==> config.mk <==
export PLATFORM = sky130hd
export DESIGN_NAME = rgb2yuv_ctrl
export DESIGN_NICKNAME = d
export VERILOG_FILES = /design/src/rtl/rgb2yuv_ctrl.sv
export SDC_FILE = /design/constraint.sdc
export NUM_CORES = 1
export LEC_CHECK = 0
export ABC_AREA = 0
export ABC_CLOCK_PERIOD_IN_PS = 5500
export BUFFER_PORTS_ARGS = -buffer_cell sky130_fd_sc_hd__buf_2
export CAP_MARGIN = 20
export CORE_UTILIZATION = 45
export CTS_CLUSTER_SIZE = 20
export DETAILED_ROUTE_END_ITERATION = 7
export PLACE_DENSITY = 0.79
export SYNTH_ARGS = -nofsm -noshare
export SYNTH_HDL_FRONTEND = slang
export SYNTH_SLANG_ARGS = --single-unit
==> constraint.sdc <==
create_clock -name clk -period 5.5 [get_ports clk]
set_clock_uncertainty 0.1 [all_clocks]
set_input_delay 0.825 -clock clk [delete_from_list [all_inputs] [get_ports clk]]
set_output_delay 0.825 -clock clk [all_outputs]
set_load 0.02 [all_outputs]
==> src/rtl/rgb2yuv_ctrl.sv <==
// rgb2yuv_ctrl: flow control around a stall-free 1-cycle RGB->YUV converter with a 3-entry output FIFO.
// Optional framing check on pixel_in_sof enabled by defining RGB2YUV_CTRL_SOF_CHK_EN.
module rgb2yuv_ctrl #(
    parameter int BLK_PER_FRM = 4800,
    parameter int BLK_CNT_W   = 13
) (
    input  logic        clk,
    input  logic        rst,
    input  logic [23:0] pixel_in_data,
    input  logic        pixel_in_valid,
    input  logic        pixel_in_sof,
    output logic        pixel_in_ready,
    output logic [23:0] cvt_data_in,
    output logic        cvt_in_valid,
    input  logic [23:0] cvt_data_out,
    input  logic        cvt_out_valid,
    output logic [23:0] yuv_data,
    output logic        yuv_valid,
    input  logic        yuv_ready,
    output logic        yuv_sob,
    output logic        yuv_eob,
    output logic        yuv_eof,
    output logic        busy,
    output logic        err
);
    logic [5:0]           pix_cnt, pix_eff;
    logic [BLK_CNT_W-1:0] blk_cnt, blk_eff;
    logic [1:0]           occ, wr_ptr, rd_ptr;
    logic [26:0]          mem [3];
    logic [26:0]          head;
    logic [2:0]           tag, tag_q;
    logic                 inflight, accept, restart, err_set, err_q, wr, rd, last_blk;

    // occ + inflight counts every pixel that already owns a FIFO slot
    assign pixel_in_ready = ~rst & (({1'b0, occ} + {2'b0, inflight}) <= 3'd2);
    assign accept         = pixel_in_valid & pixel_in_ready;
    assign cvt_data_in    = pixel_in_data;
    assign cvt_in_valid   = accept;

`ifdef RGB2YUV_CTRL_SOF_CHK_EN
    assign restart = pixel_in_sof & ((pix_cnt != 6'd0) | (blk_cnt != '0));
    assign err_set = accept & (restart | ((pix_cnt == 6'd0) & (blk_cnt == '0) & ~pixel_in_sof));
`else
    logic unused_sof;
    assign unused_sof = pixel_in_sof;
    assign restart    = 1'b0;
    assign err_set    = 1'b0;
`endif

    assign pix_eff  = restart ? 6'd0 : pix_cnt;
    assign blk_eff  = restart ? '0 : blk_cnt;
    assign last_blk = blk_eff == BLK_CNT_W'(BLK_PER_FRM - 1);
    assign tag      = {(pix_eff == 6'd63) & last_blk, pix_eff == 6'd63, pix_eff == 6'd0};

    assign wr = inflight & cvt_out_valid;
    assign rd = yuv_valid & yuv_ready;

    always_ff @(posedge clk or posedge rst) begin
        if (rst) begin
            pix_cnt  <= '0;
            blk_cnt  <= '0;
            inflight <= 1'b0;
            tag_q    <= '0;
            occ      <= '0;
            wr_ptr   <= '0;
            rd_ptr   <= '0;
            err_q    <= 1'b0;
        end else begin
            inflight <= accept;
            tag_q    <= tag;
            err_q    <= err_q | err_set;
            if (accept) begin
                pix_cnt <= pix_eff + 6'd1;
                blk_cnt <= (pix_eff == 6'd63) ? (last_blk ? '0 : blk_eff + BLK_CNT_W'(1)) : blk_eff;
            end
            if (wr)
                wr_ptr <= (wr_ptr == 2'd2) ? 2'd0 : wr_ptr + 2'd1;
            if (rd)
                rd_ptr <= (rd_ptr == 2'd2) ? 2'd0 : rd_ptr + 2'd1;
            occ <= occ + 2'(wr) - 2'(rd);
        end
    end

    always_ff @(posedge clk) begin
        if (wr)
            mem[wr_ptr] <= {tag_q, cvt_data_out};
    end

    assign head      = mem[rd_ptr];
    assign yuv_valid = occ != 2'd0;
    assign yuv_data  = head[23:0];
    assign yuv_sob   = yuv_valid & head[24];
    assign yuv_eob   = yuv_valid & head[25];
    assign yuv_eof   = yuv_valid & head[26];
    assign busy      = (pix_cnt != 6'd0) | (blk_cnt != '0) | inflight | yuv_valid;
    assign err       = err_q;
endmodule

---- Word-level counts from Yosys, hierarchy flattened ----
Memories as Yosys holds them, arrays and structs flattened.
Index checks and enable logic that the tools add are counted.
W data, S select, Z words.
word-level totals
  flip-flop bits (word level) ............. 29
  bits in writable memories ............... 81
  input bits .............................. 54
  output and inout bits ................... 56
  logic and storage cells ................. 42
  memories ................................ 1
operators by class
  $add $sub $neg .......................... 7
  magnitude comparators ................... 1
  eq/ne operators ......................... 4
  mux-type cells .......................... 5
  bitwise logic cells ..................... 12
  reductions and logical operators ........ 5
memories
  name  depth  width  rd ports  clocked after memory_dff  wr ports  RTL line  text
  mem   3      27     1         0                         1         29        logic [26:0] mem [3];
operators by type and width
  operator                 count
  $add A13 B1 Y13 const B  1
  $eq A13 B13 Y1 const B   1
  $mux W13                 1
  $reduce_bool A13 Y1      1
  $and A1 B1 Y1            8
  $add A6 B1 Y6 const B    1
  $eq A6 B6 Y1 const B     1
  $logic_not A6 Y1         1
  $reduce_bool A6 Y1       1
  $add A2 B1 Y2 const B    2
  $eq A2 B2 Y1 const B     2
  $mux W2                  2
  $add A2 B1 Y3            1
  $le A3 B2 Y1 const B     1
  $or A1 B1 Y1             3
  $add A2 B1 Y2            1
  $mux W1                  2
  $reduce_and A2 Y1        1
  $reduce_bool A2 Y1       1
  $sub A2 B1 Y2            1
  $not A1 Y1               1

---- Logic depth before layout (Yosys ltp) ----
Gate-level depths: netlist of the first run.
  word-level depth ........................ 5
  gate-level depth with buffers ........... 9
  mapped depth without buffers ............ 8

---- Worst setup path after synthesis of the first run ----
Ideal clock, no wire load.
  path type ............................... input to register
  start ................................... input port cvt_out_valid
  end ..................................... memory mem[1][0], enable pin
  library setup time ...................... 453 ps
  arrival ................................. 3043 ps
  required time ........................... 4947 ps
  path slack .............................. 1903 ps
  cell stages on the path ................. 2
  buffers on the path ..................... 0
  cells stage by stage .................... nand2_1 nor3b_1
between the ends
  word-level cells in the longest chain between the ends .. 3
RTL lines
  what                           RTL line  text
  start, declared                16        input logic cvt_out_valid,
  $and A1 B1 Y1                  55        assign wr = inflight & cvt_out_valid;
  $mux W1                        85        if (wr)
  $mux W1 (not written as such)  86        mem[wr_ptr] <= {tag_q, cvt_data_out};
  end, declared                  29
No other way between the ends.

---- Final worst setup path of the first run ----
  start ................................... register occ[0]
  end ..................................... output port cvt_in_valid
between the ends
  word-level cells in the longest chain between the ends .. 4
RTL lines
  what                    RTL line  text
  start, declared         28        logic [1:0] occ, wr_ptr, rd_ptr;
  start signal, assigned  80        occ <= occ + 2'(wr) - 2'(rd);
  $add A2 B1 Y3           35        assign pixel_in_ready = ~rst & (({1'b0, occ} + {2'b0, inflight}) <= 3'd2);
  $le A3 B2 Y1            35
  $and A1 B1 Y1           35
  $and A1 B1 Y1           36        assign accept = pixel_in_valid & pixel_in_ready;
  end, declared           14        output logic cvt_in_valid,
No other way between the ends.

==> flow_summary.rst, run 1 <==
.. list-table::
   :header-rows: 1

   * - Metric
     - Value
   * - Insertion delay of the later-clocked pin in the worst-skew pair
     - 0.37 ns
   * - Post-cts sizing count
     - 0
   * - Multiplexer area fraction after synthesis
     - 6.89%
   * - Count of boundary I/O pins
     - 110
   * - Worst endpoint required time
     - 4.58 ns
   * - Net count of the mapped netlist
     - 414
   * - Power density over the cells
     - 418 mW/mm^2
   * - Initial detailed-routing violation count
     - 122
   * - Number of antenna-violating nets in the routed design
     - 0
   * - VDD IR max
     - 209 uV
   * - Synthesized-area fraction occupied by ao, oa, aoi and oai cells
     - 5.93%
   * - Chip height
     - 104 um
   * - Via count
     - 2731
   * - Pleak
     - 2.01 nW
   * - Core ar.
     - 0.00995 sq mm
   * - Routability-driven placement congestion ratio
     - 0.845
   * - Total number of H-tree levels
     - 3
   * - Dominant combinational cell family by area after synthesis
     - simple AND/OR/NAND/NOR gates
   * - Post-cts hold buffer count
     - 0
   * - Average size of a mapped cell
     - 13.4 sq um
   * - Fraction of final layout cells sized beyond drive strength 1
     - 22.5%
   * - Max-cap violations
     - 0
   * - Classification of the worst-slack hold path
     - register to register
   * - Register clock-pin slew on the reported worst setup and hold paths
     - 0.10 ns
   * - Final routed wire length divided by cell count
     - 14.4 um
   * - Final setup vio count
     - 0
   * - Detail-routed via count per cell
     - 5.16
   * - Number of buffers added on ports
     - 59
   * - Synthesized cell area
     - 0.00471 sq mm
   * - Kind of start point of the critical path
     - register
   * - Final global-route overflow total
     - 0
   * - Number of antenna violations at the first check in global routing
     - 0
   * - Data arrival time of the critical path
     - 2.69 ns
   * - Setup Crit Path Kind
     - register to output port
   * - Max frequency
     - 276 MHz
   * - Starting density of the core
     - 47.3%
   * - Hold Vio Cnt, Final
     - 0
   * - Biggest fanout along the worst timing path
     - 17
   * - TritonCTS clock tree
     - yes
   * - Antenna fix cells
     - 0
   * - Fill cell instance count of the final layout
     - 812
   * - Status
     - completed
   * - Post-detailed-route DRC marker count
     - 0
   * - Number of standard cells after synthesis
     - 351
   * - DR WL met3
     - 440 um
   * - Synthesized-area fraction occupied by adder cells
     - 2.39%
   * - Global-route usage over all layers
     - 14.7%
   * - Worst Hold Margin
     - 0.392 ns
   * - Power Total
     - 2.17 mW
   * - Count of buffers added by post-CTS timing repair for setup
     - 0
   * - Max-slew violation count
     - 0
   * - Setup TNS
     - 0 ns
   * - Transition time at the pin with the least slew margin
     - 0.895 ns
   * - Parity-gate share of the synthesized area counting xor and xnor cells
     - 1.68%
   * - Largest net degree at the start of global routing
     - 54
   * - Floorplan die area
     - 0.0109 sq mm
   * - Rows
     - 36
   * - Cell variety after synth
     - 38
   * - Time the final worst path needs with I/O delays and setup
     - 3.62 ns
   * - Clk buf depth
     - 2
   * - Total wire length
     - 7.62 mm
   * - Area added between synthesis and finish
     - 10.5%
   * - Number of search-and-repair iterations in the first detailed-routing pass
     - 4
   * - Synth Warn #
     - 0
   * - CTS Root Buffer Type
     - sky130_fd_sc_hd__clkbuf_8
   * - Via count of the first global-routing pass
     - 2582
   * - Clock Sinks
     - 110
   * - HPWL after detailed placement
     - 4.97 mm
   * - Number of nets in the layout
     - 454
   * - Endpoint class of the critical path
     - output port
   * - Top layer used by detailed routing
     - met4
   * - Flops & latches, synth
     - 110
   * - RSZ-0062 raised after global routing
     - false
   * - Number of buffers inserted during clock tree synthesis
     - 9
   * - Ratio of final minimum period to clock period
     - 65.8%
   * - Simple-gate share of the synthesized area
     - 9.92%
   * - Worst slew margin relative to its limit
     - 39.8%
   * - First-pass GRT wire length
     - 12.3 mm
   * - Fraction of the yosys area taken by sequential cells
     - 67.1%
   * - Die width
     - 104 um
   * - Total met2 wirelength after detailed routing
     - 3.68 mm
   * - M1 WL
     - 3.35 mm
[worst max-delay path, stage by stage, from the launching register on]
cell	delay, ns
sky130_fd_sc_hd__dfrtp_1	0.43
sky130_fd_sc_hd__ha_1	0.23
sky130_fd_sc_hd__inv_1	0.06
sky130_fd_sc_hd__ha_1	0.21
sky130_fd_sc_hd__nor3b_1	0.15
sky130_fd_sc_hd__o211ai_1	0.52
sky130_fd_sc_hd__inv_1	0.45
sky130_fd_sc_hd__buf_2	0.29
[stage by stage]
stage	cells	utilization, %	cell area (sq um)	worst slack, ns
floorplan	351	-	4710	1.90
global placement	513	50.2	4990	2.16
detailed placement	513	50.2	4990	2.11
CTS	529	52.2	5200	1.88
global route	529	52.2	5200	1.67
finish	529	52.2	5200	1.88
[cell families (layout without fill, tap and decap cells)]
family	count (synthesis)	count (layout)
compound gates	46	46
flops	110	110
other cells	1	1
xor+xnor	9	9
buf+inv	50	95
simple gates	94	94
mux	32	32
fa+ha+maj	9	9
[sequential cells by signal (all words and copies together), names as in the netlist]
| register | flops |
|---|---|
| tag_q | 3 |
| blk_cnt | 13 |
| inflight | 1 |
| occ | 2 |
| rd_ptr | 2 |
| mem | 81 |
| pix_cnt | 6 |
| wr_ptr | 2 |
[layout by cell type, fill, tap and decap left out, types with 2 or more instances in the layout]
cell / n
sky130_fd_sc_hd__nand2_1: 38
sky130_fd_sc_hd__dfrtp_1: 28
sky130_fd_sc_hd__nand3_1: 4
sky130_fd_sc_hd__nor3b_2: 2
sky130_fd_sc_hd__a22o_1: 3
sky130_fd_sc_hd__a21o_1: 2
sky130_fd_sc_hd__nor4_1: 7
sky130_fd_sc_hd__o21ai_0: 27
sky130_fd_sc_hd__mux2_2: 3
sky130_fd_sc_hd__a21oi_1: 3
sky130_fd_sc_hd__or4_4: 2
sky130_fd_sc_hd__xnor2_1: 9
sky130_fd_sc_hd__edfxtp_1: 81
sky130_fd_sc_hd__inv_6: 2
sky130_fd_sc_hd__o211ai_1: 5
sky130_fd_sc_hd__inv_1: 14
sky130_fd_sc_hd__buf_2: 59
sky130_fd_sc_hd__o2bb2ai_1: 2
sky130_fd_sc_hd__mux2i_1: 29
sky130_fd_sc_hd__ha_1: 9
sky130_fd_sc_hd__or4_1: 3
sky130_fd_sc_hd__clkinv_4: 2
sky130_fd_sc_hd__clkbuf_8: 9
sky130_fd_sc_hd__nor2_1: 15
sky130_fd_sc_hd__nand4_1: 9
sky130_fd_sc_hd__buf_4: 5
sky130_fd_sc_hd__nor3_1: 4
sky130_fd_sc_hd__or3_1: 3
[cells in the mapped netlist (all sizes together)]
cell     number  share of area [%]
o211ai        5               0.80
mux2i        29                6.2
inv          14                1.1
dfrtp        29                 15
edfxtp       81                 52
nand4b        1               0.19
a21bo         1               0.21
clkbuf        8               0.64
or3           3               0.40
buf          27                4.2
clkinv        1              0.080
xnor2         9                1.7
nor4          7               0.93
a22o          3               0.56
nor3          5               0.53
a21oi         3               0.32
nand4         9                1.2
nand3         4               0.43
conb          1              0.080
nor3b         3               0.48
a21o          2               0.32
a211oi        1               0.16
a31oi         1               0.13
nor4b         1               0.19
or4           5               0.96
and2          1               0.13
and3          1               0.13
mux2          3               0.72
a211o         1               0.19
nand2b        1               0.13
o2bb2ai       2               0.37
nor2         15                1.2
nand2        38                3.0
ha            9                2.4
o21ai        27                2.9
[per-layer routing]
metal	vias up	global-route usage, %
met5	-	0
met4	0	5.82
met3	26	3.57
met2	83	25.2
met1	1286	17.9
li1	1336	-
[power by group]
group | internal, mW | switching (mW) | leakage (nW) | total [mW]
registers | 0.972 | 0.106 | 1.11 | 1.08
logic | 0.238 | 0.369 | 0.800 | 0.606
clock network | 0.219 | 0.267 | 0.103 | 0.486
[final timing paths]
path / startpoint / depth (start not counted) / slack (ns) / to
worst max-delay path: occ[0] / 7 / 1.88 / cvt_in_valid
worst min-delay path: tag_q[0] / 0 / 0.39 / mem[2][24]
worst max register to register: occ[0] / 8 / 2.81 / blk_cnt[9]
worst min register to register: tag_q[0] / 0 / 0.39 / mem[2][24]
max in group asynchronous: rst / 3 / 4.58 / rd_ptr[0]
min in group asynchronous: rst / 3 / 0.42 / pix_cnt[5]
[area by class of cell]
cell class / count / area, sq um / share of cell area, %
Sequential cell: 110 / 3160 / 60.8
Multi-Input combinational cell: 191 / 1280 / 24.6
Timing Repair Buffer: 64 / 333 / 6.40
Tap cell: 133 / 166 / 3.20
Clock buffer: 10 / 128 / 2.45
Clock inverter: 6 / 76.3 / 1.47
Inverter: 15 / 56.3 / 1.08
Power figures use the tool's default switching activity.
==> run 2: changes to the inputs <==
--- a/config.mk
+++ b/config.mk
@@ -6,13 +6,13 @@
 export NUM_CORES = 1
 export LEC_CHECK = 0
 export ABC_AREA = 0
-export ABC_CLOCK_PERIOD_IN_PS = 5500
+export ABC_CLOCK_PERIOD_IN_PS = 3100
 export BUFFER_PORTS_ARGS = -buffer_cell sky130_fd_sc_hd__buf_2
 export CAP_MARGIN = 20
 export CORE_UTILIZATION = 45
 export CTS_CLUSTER_SIZE = 20
 export DETAILED_ROUTE_END_ITERATION = 7
-export PLACE_DENSITY = 0.79
+export PLACE_DENSITY = 0.81
 export SYNTH_ARGS = -nofsm -noshare
 export SYNTH_HDL_FRONTEND = slang
 export SYNTH_SLANG_ARGS = --single-unit
==> constraint.sdc (replaced) <==
create_clock -name clk -period 3.1 [get_ports clk]
set_clock_uncertainty 0.1 [all_clocks]
set_input_delay 0.465 -clock clk [delete_from_list [all_inputs] [get_ports clk]]
set_output_delay 0.465 -clock clk [all_outputs]
set_load 0.02 [all_outputs]
==> run 2 against run 1 <==
Net effect:
- global-route usage grew 1.2 points
- flip-flop and latch count is the same
- sequential share of layout area shrank 0.31 points
- clock-buffer cell count is the same
- first-iteration DRC count grew 46%
- setup slack lost 1.5 ns
- clock power grew 74%
- combinational power grew 82%
- critical path depth is the same
- routed wire length grew 5.6%
- utilization grew 0.26 points
- largest cell class unchanged
- largest power group unchanged
==> flow_summary.rst, run 2 (synthesis results as in run 1) <==
.. list-table::
   :header-rows: 1

   * - Metric
     - Value
   * - Status
     - completed
   * - Max frequency
     - 362 MHz
   * - Largest net degree at the start of global routing
     - 32
   * - CTS Root Buffer Type
     - sky130_fd_sc_hd__clkbuf_8
   * - Insertion delay of the later-clocked pin in the worst-skew pair
     - 0.36 ns
   * - Hold Vio Cnt, Final
     - 0
   * - Post-cts sizing count
     - 0
   * - Register containing the most flip-flops in the final layout
     - mem
   * - Global-route usage over all layers
     - 15.9%
   * - Power Total
     - 3.87 mW
   * - Via count of the first global-routing pass
     - 2783
   * - Data arrival time of the critical path
     - 2.20 ns
   * - Clock Sinks
     - 110
   * - Final routed wire length divided by cell count
     - 15.1 um
   * - Most common library cell in the layout ignoring fill and taps
     - sky130_fd_sc_hd__edfxtp_1
   * - Detail-routed via count per cell
     - 5.23
   * - Worst slew margin relative to its limit
     - 40.2%
   * - TritonCTS clock tree
     - yes
   * - Via count
     - 2781
   * - Fin util
     - 52.5%
   * - Max-slew violation count
     - 0
   * - Buf/Inv on CP
     - 3
   * - Floorplan die area
     - 0.0109 sq mm
   * - RSZ-0062 raised after global routing
     - false
   * - Post-cts hold buffer count
     - 0
   * - Largest registers in the final layout
     - mem: 81 flops, blk_cnt: 13 flops, pix_cnt: 6 flops
   * - Time the final worst path needs with I/O delays and setup
     - 2.76 ns
   * - Starting density of the core
     - 47.3%
   * - Setup TNS
     - 0 ns
   * - HPWL after detailed placement
     - 5.43 mm
   * - Transition time at the pin with the least slew margin
     - 0.889 ns
   * - Final setup vio count
     - 0
   * - Count of boundary I/O pins
     - 110
   * - Core ar.
     - 0.00995 sq mm
   * - Register clock-pin slew on the reported worst setup and hold paths
     - 0.10 ns
   * - Rows
     - 36
   * - Die width
     - 104 um
   * - Fraction of final layout cells sized beyond drive strength 1
     - 23.1%
   * - Max-cap violations
     - 0
   * - Endpoint class of the critical path
     - output port
   * - Total wire length
     - 8.05 mm
   * - Chip height
     - 104 um
   * - Peak per-stage delay on the critical path
     - 0.41 ns
   * - Ratio of final minimum period to clock period
     - 89.0%
   * - CP top delay family
     - buffers and inverters
   * - Setup Crit Path Kind
     - register to output port
   * - Reg-to-reg setup timing slack
     - 0.57 ns
   * - Initial detailed-routing violation count
     - 178
   * - Number of buffers added on ports
     - 59
   * - Number of buffers inserted during clock tree synthesis
     - 9
   * - Area added between synthesis and finish
     - 11.0%
   * - Clk buf depth
     - 2
   * - Number of nets in the layout
     - 457
   * - Antenna fix cells
     - 0
   * - VDD IR max
     - 354 uV
   * - Cell with the largest stage delay on the worst path
     - sky130_fd_sc_hd__dfrtp_1
   * - Number of antenna violations at the first check in global routing
     - 0
   * - Post-detailed-route DRC marker count
     - 0
   * - Worst endpoint required time
     - 2.53 ns
   * - Flip-flop count of the largest register, all copies and words added
     - 81
   * - Final global-route overflow total
     - 0
   * - Most frequent cells in the layout
     - sky130_fd_sc_hd__edfxtp_1 (81), sky130_fd_sc_hd__buf_2 (59), sky130_fd_sc_hd__nand2_1 (38)
   * - Crit path cell chain
     - ha_1, inv_1, ha_1, nor3b_1, o211ai_1, inv_1, buf_2
   * - Total number of H-tree levels
     - 3
   * - Biggest fanout along the worst timing path
     - 10
   * - Classification of the worst-slack hold path
     - input pin to asynchronous set/reset pin
   * - Power density over the cells
     - 742 mW/mm^2
   * - Number of search-and-repair iterations in the first detailed-routing pass
     - 4
   * - Number of antenna-violating nets in the routed design
     - 0
   * - First-pass GRT wire length
     - 13.5 mm
   * - Kind of start point of the critical path
     - register
   * - Routability-driven placement congestion ratio
     - 0.817
   * - Pleak
     - 2.02 nW
-- run 2: cell count changes in the layout (fill, tap and decap cells not counted) --
| cell | change |
|---|---|
| sky130_fd_sc_hd__nor3b_2 | -2 |
| sky130_fd_sc_hd__inv_8 | -1 |
| sky130_fd_sc_hd__buf_4 | +3 |
| sky130_fd_sc_hd__clkinvlp_4 | +2 |
| sky130_fd_sc_hd__nor3b_4 | +2 |
| sky130_fd_sc_hd__clkinv_2 | +1 |
| sky130_fd_sc_hd__clkinv_4 | -2 |
-- run 2: final timing paths --
kind / start / cells after the start / to
min reg2reg: tag_q[2] / 0 / mem[0][26]
max reg2reg: blk_cnt[11] / 4 / blk_cnt[0]
max in group asynchronous: rst / 3 / rd_ptr[0]
max: occ[0] / 7 / cvt_in_valid
min in group clk: cvt_data_out[5] / 1 / mem[0][5]
min: rst / 3 / pix_cnt[1]
-- run 2: report_power, final --
part,switching [mW],internal [mW],total (mW)
clock,0.466,0.379,0.845
sequential,0.200,1.73,1.92
combinational,0.665,0.440,1.10
total,1.33,2.54,3.87
-- run 2: final cells by class --
class | instances | area [sq um]
clock buffer | 10 | 128
clock inverter | 6 | 67.6
fill | 867 | 4730
inverter | 15 | 56.3
multi-input combinational | 191 | 1290
sequential | 110 | 3160
tap | 133 | 166
timing repair buffer | 67 | 355
-- run 2: metal layers --
metal	global-route usage (%)	vias up	part of all wire, %
li1	-	1338	-
met1	20.0	1359	46
met2	26.9	63	49
met3	3.38	21	3.9
met4	6.02	0	1.6
met5	0	-	0
-- run 2: stage by stage --
step / std cells / hold WS [ns] / worst slack [ns] / cell area (sq um)
2_1_floorplan: 351 / 0.338 / 0.0157 / 4720
3_3_place_gp: 515 / 0.344 / 0.503 / 5020
3_5_place_dp: 515 / 0.359 / 0.464 / 5020
4_1_cts: 531 / 0.119 / 0.0527 / 5220
5_1_grt: 532 / 0.138 / 0.159 / 5230
6_report: 532 / 0.116 / 0.340 / 5230
-- run 2: tightest hold or removal path, stage by stage --
cell	delay, ns
sky130_fd_sc_hd__buf_2	0.10
sky130_fd_sc_hd__inv_1	0.08
sky130_fd_sc_hd__buf_4	0.35
-- run 2: repair_timing --
item,4_1_cts,5_1_grt
endpoints found under the hold margin,0,0
setup buffers,0,1
setup endpoints to repair,0,1
